==> config.mk <==
export PLATFORM = sky130hd
export DESIGN_NAME = sram_march_bist
export DESIGN_NICKNAME = d
export VERILOG_FILES = /design/src/rtl/sram_bist_pkg.sv /design/src/rtl/sram_bist_addr_gen.sv /design/src/rtl/sram_march_bist.sv
export SDC_FILE = /design/constraint.sdc
export NUM_CORES = 1
export LEC_CHECK = 0
export BUFFER_PORTS_ARGS = -buffer_cell sky130_fd_sc_hd__buf_2
export CORE_AREA = 8 8 156 158
export DETAILED_ROUTE_END_ITERATION = 8
export DIE_AREA = 0 0 164 166
export GPL_TIMING_DRIVEN = 0
export PLACE_DENSITY = 0.56
export REMOVE_ABC_BUFFERS = 1
export SLEW_MARGIN = 40
export SYNTH_ARGS = -nofsm -noshare
export SYNTH_HDL_FRONTEND = slang
export SYNTH_SLANG_ARGS = --single-unit
==> constraint.sdc <==
create_clock -name clk_i -period 3.1 [get_ports clk_i]
set_input_delay 0.93 -clock clk_i [delete_from_list [all_inputs] [get_ports clk_i]]
set_output_delay 0.93 -clock clk_i [all_outputs]
set_load 0.01 [all_outputs]
==> src/rtl/sram_bist_pkg.sv <==
// Shared definitions for the March C- SRAM BIST: sequencer states and the
// per-element operation table (read/write values and address direction).
package sram_bist_pkg;

  typedef enum logic [2:0] {
    IDLE,
    M0,
    M1,
    M2,
    M3,
    M4,
    M5,
    DRAIN
  } bist_state_e;

  localparam logic [2:0] ELEM_M0 = 3'd0;
  localparam logic [2:0] ELEM_M1 = 3'd1;
  localparam logic [2:0] ELEM_M2 = 3'd2;
  localparam logic [2:0] ELEM_M3 = 3'd3;
  localparam logic [2:0] ELEM_M4 = 3'd4;
  localparam logic [2:0] ELEM_M5 = 3'd5;

  typedef struct packed {
    logic [2:0] idx;
    logic       has_rd;
    logic       rd_val;
    logic       has_wr;
    logic       wr_val;
    logic       down;
  } elem_t;

  function automatic logic elem_down(bist_state_e st);
    return (st == M3) || (st == M4);
  endfunction

  function automatic elem_t elem_info(bist_state_e st);
    elem_t e;
    e = '0;
    case (st)
      M0:      begin e.idx = ELEM_M0; e.has_wr = 1'b1; e.wr_val = 1'b0; end
      M1:      begin e.idx = ELEM_M1; e.has_rd = 1'b1; e.rd_val = 1'b0; e.has_wr = 1'b1; e.wr_val = 1'b1; end
      M2:      begin e.idx = ELEM_M2; e.has_rd = 1'b1; e.rd_val = 1'b1; e.has_wr = 1'b1; e.wr_val = 1'b0; end
      M3:      begin e.idx = ELEM_M3; e.has_rd = 1'b1; e.rd_val = 1'b0; e.has_wr = 1'b1; e.wr_val = 1'b1; end
      M4:      begin e.idx = ELEM_M4; e.has_rd = 1'b1; e.rd_val = 1'b1; e.has_wr = 1'b1; e.wr_val = 1'b0; end
      M5:      begin e.idx = ELEM_M5; e.has_rd = 1'b1; e.rd_val = 1'b0; end
      default: e = '0;
    endcase
    e.down = elem_down(st);
    return e;
  endfunction

  function automatic bist_state_e next_elem(bist_state_e st);
    case (st)
      M0:      return M1;
      M1:      return M2;
      M2:      return M3;
      M3:      return M4;
      M4:      return M5;
      M5:      return DRAIN;
      default: return IDLE;
    endcase
  endfunction

endpackage

==> src/rtl/sram_bist_addr_gen.sv <==
// BIST address counter: loads the first address of an element (0 or max),
// steps up or down, and flags the element's last address.
module sram_bist_addr_gen #(
  parameter int ADDR_W = 8
) (
  input  logic              clk_i,
  input  logic              rst_ni,
  input  logic              init_i,
  input  logic              init_down_i,
  input  logic              step_i,
  input  logic              down_i,
  output logic [ADDR_W-1:0] addr_o,
  output logic              last_o
);

  always_ff @(posedge clk_i) begin
    if (!rst_ni) begin
      addr_o <= '0;
    end else if (init_i) begin
      addr_o <= init_down_i ? '1 : '0;
    end else if (step_i) begin
      addr_o <= down_i ? addr_o - ADDR_W'(1) : addr_o + ADDR_W'(1);
    end
  end

  assign last_o = down_i ? (addr_o == '0) : (addr_o == '1);

endmodule

==> src/rtl/sram_march_bist.sv <==
// SRAM wrapper with a March C- self-test sequencer; functional accesses pass
// straight to the macro while idle, BIST owns the port for the whole run.
module sram_march_bist
  import sram_bist_pkg::*;
#(
  parameter int DATA_W = 64,
  parameter int ADDR_W = 8
) (
  input  logic              clk_i,
  input  logic              rst_ni,
  input  logic              req_i,
  input  logic              we_i,
  input  logic [ADDR_W-1:0] addr_i,
  input  logic [DATA_W-1:0] wdata_i,
  input  logic [DATA_W-1:0] bm_i,
  output logic              gnt_o,
  output logic              rvalid_o,
  output logic [DATA_W-1:0] rdata_o,
  input  logic              bist_start_i,
  output logic              bist_busy_o,
  output logic              bist_done_o,
  output logic              bist_pass_o,
  output logic [ADDR_W-1:0] bist_fail_addr_o,
  output logic [2:0]        bist_fail_elem_o,
  output logic              sram_men_o,
  output logic              sram_wen_o,
  output logic              sram_ren_o,
  output logic [ADDR_W-1:0] sram_addr_o,
  output logic [DATA_W-1:0] sram_din_o,
  output logic [DATA_W-1:0] sram_bm_o,
  input  logic [DATA_W-1:0] sram_dout_i
);

  bist_state_e       state_q, state_d, nxt_elem;
  logic              phase_q, phase_d;
  elem_t             cur;
  logic              bist_act, op_rd, final_op, start;
  logic              ag_init, ag_init_down, ag_step, ag_last;
  logic [ADDR_W-1:0] ag_addr;

  logic              vld_p1;
  logic [DATA_W-1:0] exp_p1;
  logic [ADDR_W-1:0] addr_p1;
  logic [2:0]        elem_p1;
  logic              miscmp;

  logic              rvalid_q, done_q, pass_q, fail_seen_q;
  logic [ADDR_W-1:0] fail_addr_q;
  logic [2:0]        fail_elem_q;

  sram_bist_addr_gen #(.ADDR_W(ADDR_W)) u_addr_gen (
    .clk_i       (clk_i),
    .rst_ni      (rst_ni),
    .init_i      (ag_init),
    .init_down_i (ag_init_down),
    .step_i      (ag_step),
    .down_i      (cur.down),
    .addr_o      (ag_addr),
    .last_o      (ag_last)
  );

  // Two-op elements read in phase 0 and write the same address in phase 1.
  always_comb begin
    cur      = elem_info(state_q);
    nxt_elem = next_elem(state_q);
    bist_act = (state_q != IDLE) && (state_q != DRAIN);
    op_rd    = cur.has_rd && !phase_q;
    final_op = !(cur.has_rd && cur.has_wr) || phase_q;
    start    = (state_q == IDLE) && bist_start_i;
    gnt_o    = (state_q == IDLE) && req_i && !bist_start_i && rst_ni;
  end

  always_comb begin
    state_d      = state_q;
    phase_d      = phase_q;
    ag_init      = 1'b0;
    ag_init_down = 1'b0;
    ag_step      = 1'b0;
    case (state_q)
      IDLE: begin
        if (bist_start_i) begin
          state_d = M0;
          phase_d = 1'b0;
          ag_init = 1'b1;
        end
      end
      DRAIN: state_d = IDLE;
      default: begin
        phase_d = cur.has_rd && cur.has_wr && !phase_q;
        if (final_op) begin
          if (ag_last) begin
            state_d      = nxt_elem;
            ag_init      = 1'b1;
            ag_init_down = elem_down(nxt_elem);
          end else begin
            ag_step = 1'b1;
          end
        end
      end
    endcase
  end

  always_comb begin
    sram_men_o  = 1'b0;
    sram_wen_o  = 1'b0;
    sram_ren_o  = 1'b0;
    sram_addr_o = '0;
    sram_din_o  = '0;
    sram_bm_o   = '0;
    if (bist_act) begin
      sram_men_o  = 1'b1;
      sram_wen_o  = !op_rd;
      sram_ren_o  = op_rd;
      sram_addr_o = ag_addr;
      sram_din_o  = {DATA_W{cur.wr_val}};
      sram_bm_o   = '1;
    end else if (gnt_o) begin
      sram_men_o  = 1'b1;
      sram_wen_o  = we_i;
      sram_ren_o  = !we_i;
      sram_addr_o = addr_i;
      sram_din_o  = wdata_i;
      sram_bm_o   = bm_i;
    end
  end

  always_ff @(posedge clk_i) begin
    if (!rst_ni) begin
      state_q <= IDLE;
      phase_q <= 1'b0;
    end else begin
      state_q <= state_d;
      phase_q <= phase_d;
    end
  end

  // ---- p1: macro read data returns; compare against the registered expectation
  always_ff @(posedge clk_i) begin
    exp_p1  <= {DATA_W{cur.rd_val}};
    addr_p1 <= ag_addr;
    elem_p1 <= cur.idx;
  end

  assign miscmp = vld_p1 && (sram_dout_i != exp_p1);

  always_ff @(posedge clk_i) begin
    if (!rst_ni) begin
      vld_p1      <= 1'b0;
      rvalid_q    <= 1'b0;
      done_q      <= 1'b0;
      pass_q      <= 1'b0;
      fail_seen_q <= 1'b0;
      fail_addr_q <= '0;
      fail_elem_q <= '0;
    end else begin
      vld_p1   <= bist_act && op_rd;
      rvalid_q <= gnt_o && !we_i;
      done_q   <= (state_q == DRAIN);
      if (start) begin
        pass_q      <= 1'b0;
        fail_seen_q <= 1'b0;
        fail_addr_q <= '0;
        fail_elem_q <= '0;
      end else begin
        if (miscmp && !fail_seen_q) begin
          fail_seen_q <= 1'b1;
          fail_addr_q <= addr_p1;
          fail_elem_q <= elem_p1;
        end
        if (state_q == DRAIN) pass_q <= !(fail_seen_q || miscmp);
      end
    end
  end

  assign rvalid_o         = rvalid_q;
  assign rdata_o          = rvalid_q ? sram_dout_i : '0;
  assign bist_busy_o      = (state_q != IDLE);
  assign bist_done_o      = done_q;
  assign bist_pass_o      = pass_q;
  assign bist_fail_addr_o = fail_addr_q;
  assign bist_fail_elem_o = fail_elem_q;

endmodule

[Word level (Yosys, flattened, before mapping)]
Index checks and enable logic that the tools add are counted.
Widths: inputs -> output; s select.
Word-level totals
  bits of input ports: 205
  word-level logic and storage cells: 105
  register bits: 40
Cells by class
  bitwise gates (word level): 2
  mux-type cells: 38
  add/sub/neg operators: 2
  reductions and logical operators: 37
  equality and inequality tests: 13
Operator list (number)
  $mux 64: 5
  $ne 64x64->1: 1
  $mux 8: 6
  $eq 3x3->1 const B: 6
  $pmux 3 s6: 1
  $mux 1: 17
  $pmux 3 s5: 1
  $logic_and 1x1->1: 12
  $mux 3: 3
  $reduce_bool 3->1: 3
  $add 8x1->8 const B: 1
  $eq 8x8->1 const B: 1
  $logic_not 8->1: 1
  $pmux 2 s2: 2
  $reduce_or 2->1: 4
  $sub 8x1->8 const B: 1
  $logic_not 1->1: 7
  $eq 3x2->1 const B: 2
  $pmux 3 s2: 1
  $reduce_or 3->1: 2
  $logic_or 1x1->1: 4
  $pmux 1 s2: 2
  $eq 3x1->1 const B: 1
  $logic_not 3->1: 1
  other kinds (6): 7

[Depth between registers and ports, before layout]
Gate-level depths: netlist (run 1).
  depth in word-level cells: 10
  depth in mapped cells: 11
  gate-level depth less buffers: 11

[Hierarchy]
From an unflattened synthesis (run 1), not the netlist that was laid out.
Second synthesis, totals
  cells, all modules: 579
  area total of the unflattened synthesis: 3832.4 µm²
Modules (own cells, without submodules)
  sram_march_bist: times used 1, area each 3219.3 µm², cells an instance 501
  sram_bist_addr_gen: times used 1, area each 613.1 µm², cells an instance 78

[Least setup slack after synthesis (run 1)]
No wires, ideal clock.
  path type: in2out
  start point: input rst_ni
  end point: output sram_bm_o[54]
  slack: -0.163 ns
  stages: 8
  arrival time: 2.333 ns
  path through: clkbuf_2 nand2_1 or3_1 inv_2 clkbuf_1 clkbuf_1 nand2_1 nand2_1
On the way
  word-level cells in the longest chain between the ends: 3
Ends and longest elaborated chain
  start, declared: line sram_march_bist.sv:10  | input logic rst_ni,
  $logic_and 1x1->1: line sram_march_bist.sv:70  | gnt_o = (state_q == IDLE) && req_i && !bist_start_i && rst_ni;
  named net gnt_o: line sram_march_bist.sv:16  | output logic gnt_o,
  $mux 64: line sram_march_bist.sv:117  | end else if (gnt_o) begin
  $mux 64: line sram_march_bist.sv:110  | if (bist_act) begin
  end, declared: line sram_march_bist.sv:30  | output logic [DATA_W-1:0] sram_bm_o,
The timed path passes the listed nets, and every way through them passes these cells.

[Worst setup path after layout (run 1)]
  start point: input rst_ni
  end point: output sram_bm_o[17]
On the way
  word-level cells in the longest chain between the ends: 3
Ends and longest elaborated chain (line)
  $logic_and 1x1->1: sram_march_bist.sv:70
  $mux 64: sram_march_bist.sv:117
  $mux 64: sram_march_bist.sv:110
No other way between the ends.

==> flow_summary.toml, run 1 <==
[floorplan]
die_w_microns = 164
num_rows = 55
boundaryPins = 424
effective_utilization_at_floorplan = 0.173
core_sq_um = 22100
die_area_sq_um = 27200
floorplan.die.height_microns = 166

[critical_path]
worst_path_most_repeated_cell = "nand2_1"
ff2ff_path_depth = 11
crit_cells = 8
timing.reg2reg.setup_slack_ps = 310
start_kind = "primary input"
worstReg2RegStart = "state_q[0]"
critPathKind = "primary input to output pin"
crit_family = "simple AND/OR/NAND/NOR gates"
timing.critical_path.to_type = "output pin"
buffers_inverters_on_critical_path = 4
cpPeakStageDelay_ps = 470
worst_ep_arrival_time_ps = 2150
max_fanout_on_critical_path = 10
crit-reg2reg-capture = "u_addr_gen.addr_o[7]"
critPathRequiredTime_ps = 2170
timing.critical_path.cells = "buf_16 -> nand2_4 -> or3_4 -> inv_16 -> buf_6 -> nand2_1 -> nand2_1 -> buf_2"
cpMaxStageDelayCell = "or3_4"

[yosys]
synth_edf_count = 0
synth-seq-area-share = 0.209
post_synth_fa_ha_maj_area_fraction = 0.0412
postSynth.asyncResetShare = 0
post_synth_xor_area_fraction = 0.0160
ys_seq_elements = 40
syn-cell-area_sq_um = 3830
synth.yosys.warnings = 0
post_synth.cell_area_avg_sq_um = 6.68
post_synth_and_or_nand_nor_area_fraction = 0.405
synthFlopType = "dfxtp_1"
postSynthCellCount = 573
synth_compound_gate_area_share = 0.237
synth_top_family_by_area = "simple AND/OR/NAND/NOR gates"
yosys-mux-area-fraction = 0.0340
yosys.cell_types.count = 48

[clocking]
clkSinkCount = 40
htree_num_levels = 2
cts_made_buffers = 5
root_buffer = "clkbuf_16"
cts_buffer_depth = 2
cts.reportedPaths.clkPinSlew_ps = 60
cts_tree = "done"
clk-insertion-delay-late_ps = 280

[global_route]
number_of_antenna_violations_at_the_first_check_in_global_routing = 2
maximum_number_of_pins_on_one_net_before_global_route_repair = 66
grt_first_pass_wirelength_mm = 33.8
grt_overflow_total = 0
overall_fraction_of_global_route_tracks_in_use = 0.159
first_global_vias = 5423

[timing]
report.final.setup_viol = 0
min_period_over_period = 0.994
layout_min_cycle_time_ps = 3080
timing.final.max_slew_violations = 0
rsz0062_at_grt = "yes"
slew-limit-headroom = 0.483
fin_hold_ws_ps = 443
timing.final.hold_violations = 0
achievable-frequency_mhz = 324
skew_ps = 5.70
tightestPinTransition_ps = 775
setup_tns_ps = 0

[detailed_routing]
dr.first_iter.drc_count = 254
postRouteWirelength_mm = 23.8
detailedRoute.firstPassIterationCount = 4
vias_per_cell = 4.38
drt_drc_violations_left = 0
routedWlPerCell_microns = 18.7
detail_route_antenna_nets = 0
vias = 5562

[status]
run_status = "finished, final reports clean"

[place]
buffer_ports.inserted = 423
place.detailed.hpwl_mm = 18.9
placed_cell_area_sq_um = 6290
gp_congestion = 0.846

[layout]
post-route-cell-area_sq_um = 6900
mostFrequentLayoutCell = "buf_2"
final.fill_count = 2439
final_cell_mix = "405 x buf_2, 168 x nand2_1, 68 x and2_1"
area.growth.synth_to_final_pct = 80.3
layout-drive-gt1-share = 0.490
final_nets = 1198

[run]
drv_cap = 0

[min_path]
hp-start = "addr_p1[2]"
min_delay_path_depth = 2
worstHoldEndpoint = "bist_fail_addr_o[2]"
hold_path.class = "flip-flop to flip-flop"

[power]
power_leakage_uw = 0.00433
power_density_nw_per_um2 = 521
max-vdd-ir-drop_v = 0.000353
## layout make-up
| type | count | area (sq um) | area share |
|---|---|---|---|
| Multi-Input combinational cell | 479 | 2910 | 0.421 |
| Inverter | 9 | 50.0 | 0.00725 |
| Timing Repair Buffer | 441 | 2560 | 0.372 |
| Clock inverter | 2 | 15.0 | 0.00218 |
| Tap cell | 285 | 357 | 0.0517 |
| Sequential cell | 40 | 805 | 0.117 |
| Timing Repair inverter | 5 | 61.3 | 0.00888 |
| Antenna cell | 2 | 5.00 | 0.000725 |
| Clock buffer | 6 | 139 | 0.0201 |
## flip-flops by register name, summed over array words and instances, names as in the netlist
| signal | count |
|---|---|
| bist_fail_elem_o | 3 |
| elem_p1 | 3 |
| bist_fail_addr_o | 8 |
| state_q | 3 |
| u_addr_gen.addr_o | 8 |
| addr_p1 | 8 |
| bist_done_o | 1 |
| exp_p1 | 1 |
| rvalid_o | 1 |
| phase_q | 1 |
| vld_p1 | 1 |
| fail_seen_q | 1 |
| bist_pass_o | 1 |
## timing repair
| item | CTS | global route |
|---|---|---|
| gates cloned | 7 | 3 |
| hold buffers | 0 | 0 |
| pin swaps | 3 | 5 |
| buffers inserted | 4 | 4 |
| gates resized for setup | 34 | 20 |
| endpoints found under the setup margin | 139 | 119 |
## metal layers
metal  routed length (microns)  vias up  GRT usage
met2                     12100      242      0.283
met4                       106        0     0.0340
met3                      2550        9     0.0630
met1                      9010     2542      0.173
met5                         0        -          0
li1                          -     2769          -
## Yosys cell counts, drive strengths merged (8+ instances only)
| cell type | count | area share |
|---|---|---|
| nand2 | 174 | 0.17 |
| and2 | 69 | 0.11 |
| a21o | 67 | 0.13 |
| dfxtp | 40 | 0.21 |
| clkbuf | 37 | 0.037 |
| nor2 | 15 | 0.015 |
| o21ai | 15 | 0.020 |
| a21oi | 13 | 0.017 |
| mux2i | 13 | 0.034 |
| nor3 | 12 | 0.016 |
| ha | 11 | 0.036 |
| nand4 | 11 | 0.018 |
| nand3 | 10 | 0.013 |
| nor4 | 10 | 0.018 |
| inv | 9 | 0.0088 |
| or3 | 9 | 0.015 |
| or4 | 8 | 0.017 |
## power by group
group	internal, uW	switching, uW
clock	320	203
combinational	959	1370
sequential	615	122
total	1890	1700
## metrics by stage
step                      setup slack, ps  cells  power, uW   util
after CTS                            1.52   1260       3570  0.304
final                                17.3   1269       3590  0.312
after global placement              -2860   1236       2930  0.277
after global routing                -20.7   1269       3850  0.312
after detailed placement             -685   1241       2920  0.285
after floorplan                     -1200    528       1820      -
## how the worst max path moves through the flow
stage	startpoint	endpoint	slack, ps
floorplan	state_q[0]	sram_din_o[0]	-1200
global placement	state_q[0]	sram_din_o[3]	-2860
detailed placement	rst_ni	sram_addr_o[0]	-690
CTS	rst_ni	sram_din_o[4]	2
global route	rst_ni	sram_bm_o[51]	-20
finish	rst_ni	sram_bm_o[17]	20
## kinds of logic (layout without fill, tap and decap cells)
family	after synthesis	count (layout)
flip-flops	40	40
AO/OA/AOI/OAI	123	123
buffers and inverters	54	463
AND/OR/NAND/NOR	324	324
adder cells (fa/ha/maj)	12	12
other	0	2
multiplexers	13	13
XOR/XNOR	7	7
## worst reg2reg max path, cell delays in order (launching register included)
cell and delay, ps:
dfxtp_1 420, inv_2 80, ha_4 200, o21ai_2 270, inv_2 160, ha_1 330, a211oi_1 260, o21bai_1 140
a2111oi_0 430, nor3_1 130, xnor2_1 170, a21oi_1 80
No activity file was read; power rests on OpenSTA's default activity.
==> run 2: changes to the inputs <==
--- a/config.mk
+++ b/config.mk
@@ -11,6 +11,7 @@
 export DIE_AREA = 0 0 164 166
 export GPL_TIMING_DRIVEN = 0
 export PLACE_DENSITY = 0.56
+export RECOVER_POWER = 100
 export REMOVE_ABC_BUFFERS = 1
 export SLEW_MARGIN = 40
 export SYNTH_ARGS = -nofsm -noshare
==> run 2 against run 1 <==
Worst hold slack hardly changed; total power hardly changed; core utilization shrank 0.057 points; cell count unchanged; sequential share of layout area about the same; maximum frequency unchanged; wire length about the same; first-iteration DRC count is 7.1% lower; design area is 0.18% lower.
==> flow_summary.toml, run 2 (synthesis results as in run 1) <==
[status]
run_status = "finished, final reports clean"

[layout]
mostFrequentLayoutCell = "buf_2"
area.growth.synth_to_final_pct = 80.0
final_cell_mix = "395 x buf_2, 168 x nand2_1, 68 x and2_1"
final_nets = 1198
final.fill_count = 2439
layout-drive-gt1-share = 0.480
final-instance-count-excl-fill = 1269
post-route-cell-area_sq_um = 6890

[place]
buffer_ports.inserted = 423
place.detailed.hpwl_mm = 18.9
placed_cell_area_sq_um = 6290
dp.cells = 1241
gp_congestion = 0.846

[power]
p_comb_frac = 0.649
max-vdd-ir-drop_v = 0.000353
p_clk_frac = 0.145
p_int_uw = 1890
power.switching_uw = 1700
switching_share_of_power = 0.473
p_seq_frac = 0.205
power_leakage_uw = 0.00429
power_density_nw_per_um2 = 522
p_total_uw = 3590

[timing]
min_period_over_period = 0.994
achievable-frequency_mhz = 324
layout_min_cycle_time_ps = 3080
timing.final.hold_violations = 0
report.final.setup_viol = 0
slew-limit-headroom = 0.483
rsz0062_at_grt = "yes"
timing.final.max_slew_violations = 0
skew_ps = 5.81
tightestPinTransition_ps = 776

[clocking]
cts.reportedPaths.clkPinSlew_ps = 60
root_buffer = "clkbuf_16"
clk-insertion-delay-late_ps = 280
clkSinkCount = 40
htree_num_levels = 2
cts_tree = "done"
cts_buffer_depth = 2
cts_made_buffers = 5
ctsHoldBuffers = 0

[floorplan]
floorplan.die.height_microns = 166
die_area_sq_um = 27200
effective_utilization_at_floorplan = 0.173
num_rows = 55
core_sq_um = 22100
boundaryPins = 424
die_w_microns = 164

[critical_path]
timing.critical_path.cells = "buf_16 -> nand2_4 -> or3_4 -> inv_16 -> buf_6 -> nand2_1 -> nand2_1 -> buf_2"
cpMaxStageDelayCell = "or3_4"
critPathKind = "primary input to output pin"
worst_path_most_repeated_cell = "nand2_1"
max_fanout_on_critical_path = 10
crit_family = "simple AND/OR/NAND/NOR gates"
start_kind = "primary input"
critPathRequiredTime_ps = 2170
cpPeakStageDelay_ps = 470
worst_ep_arrival_time_ps = 2150
timing.critical_path.to_type = "output pin"
buffers_inverters_on_critical_path = 4

[detailed_routing]
detailedRoute.firstPassIterationCount = 4
vias = 5551
vias_per_cell = 4.37
postRouteWirelength_mm = 23.8
dr.first_iter.drc_count = 236
detail_route_antenna_nets = 0
drt_drc_violations_left = 0
routedWlPerCell_microns = 18.7

[run]
drv_cap = 0

[min_path]
hold_path.class = "flip-flop to flip-flop"

[global_route]
overall_fraction_of_global_route_tracks_in_use = 0.159
grt_overflow_total = 0
number_of_antenna_violations_at_the_first_check_in_global_routing = 2
maximum_number_of_pins_on_one_net_before_global_route_repair = 66
grt_first_pass_wirelength_mm = 33.8
first_global_vias = 5423
[run 2: changes by cell type in the layout (fill, tap and decap cells not counted), sizes merged]
cell | previous run | this run
buf | 439 | 429
clkbuf | 8 | 18
[run 2: metal layers]
layer | global-route usage | wire length, microns | vias up
met4 | 0.0340 | 106 | 0
met3 | 0.0630 | 2540 | 9
met5 | 0 | 0 | -
met1 | 0.173 | 9050 | 2535
met2 | 0.283 | 12100 | 238
li1 | - | - | 2769
[run 2: power groups by stage]
stage	clock network (uW)	registers, uW	logic [uW]
6_report	523	738	2330
5_1_grt	560	756	2540
4_1_cts	537	739	2300
3_5_place_dp	0	750	2170
3_3_place_gp	0	745	2180
2_1_floorplan	0	701	1120
[run 2: tightest hold or removal path: cells and delay by family, from the launching register on]
kind	cells	cell delay [ps]
flops	1	300
simple gates	1	50
mux	1	50
[run 2: metrics by stage]
step	hold slack [ps]	util	setup TNS [ps]	setup slack, ps
6_report	443	0.312	0	17.3
5_1_grt	451	0.312	-226	-20.7
4_1_cts	447	0.304	0	1.52
3_5_place_dp	432	0.285	-61290	-685
3_3_place_gp	428	0.277	-296820	-2860
2_1_floorplan	388	-	-117760	-1200
[run 2: area by class of cell]
| class | count | area, sq um | area share |
|---|---|---|---|
| Antenna cell | 2 | 5.00 | 0.000726 |
| Clock buffer | 6 | 139 | 0.0202 |
| Clock inverter | 2 | 15.0 | 0.00218 |
| Inverter | 9 | 50.0 | 0.00726 |
| Multi-Input combinational cell | 479 | 2910 | 0.422 |
| Sequential cell | 40 | 805 | 0.117 |
| Tap cell | 285 | 357 | 0.0518 |
| Timing Repair Buffer | 441 | 2550 | 0.371 |
| Timing Repair inverter | 5 | 61.3 | 0.00890 |
[run 2: worst paths after layout]
path                                 start                    to  slack (ps)  cells after the start
worst max-delay path                rst_ni         sram_bm_o[17]          20                      8
worst min-delay path            addr_p1[2]   bist_fail_addr_o[2]         440                      2
worst max register to register  state_q[0]  u_addr_gen.addr_o[7]         320                     11
worst min register to register  addr_p1[2]   bist_fail_addr_o[2]         440                      2
[run 2: repair_timing]
item                                    4_1_cts  5_1_grt
endpoints found under the setup margin      139      119
gates cloned                                  7        3
gates resized for setup                      34       20
buffers inserted                              4        4
pin swaps                                     3        5
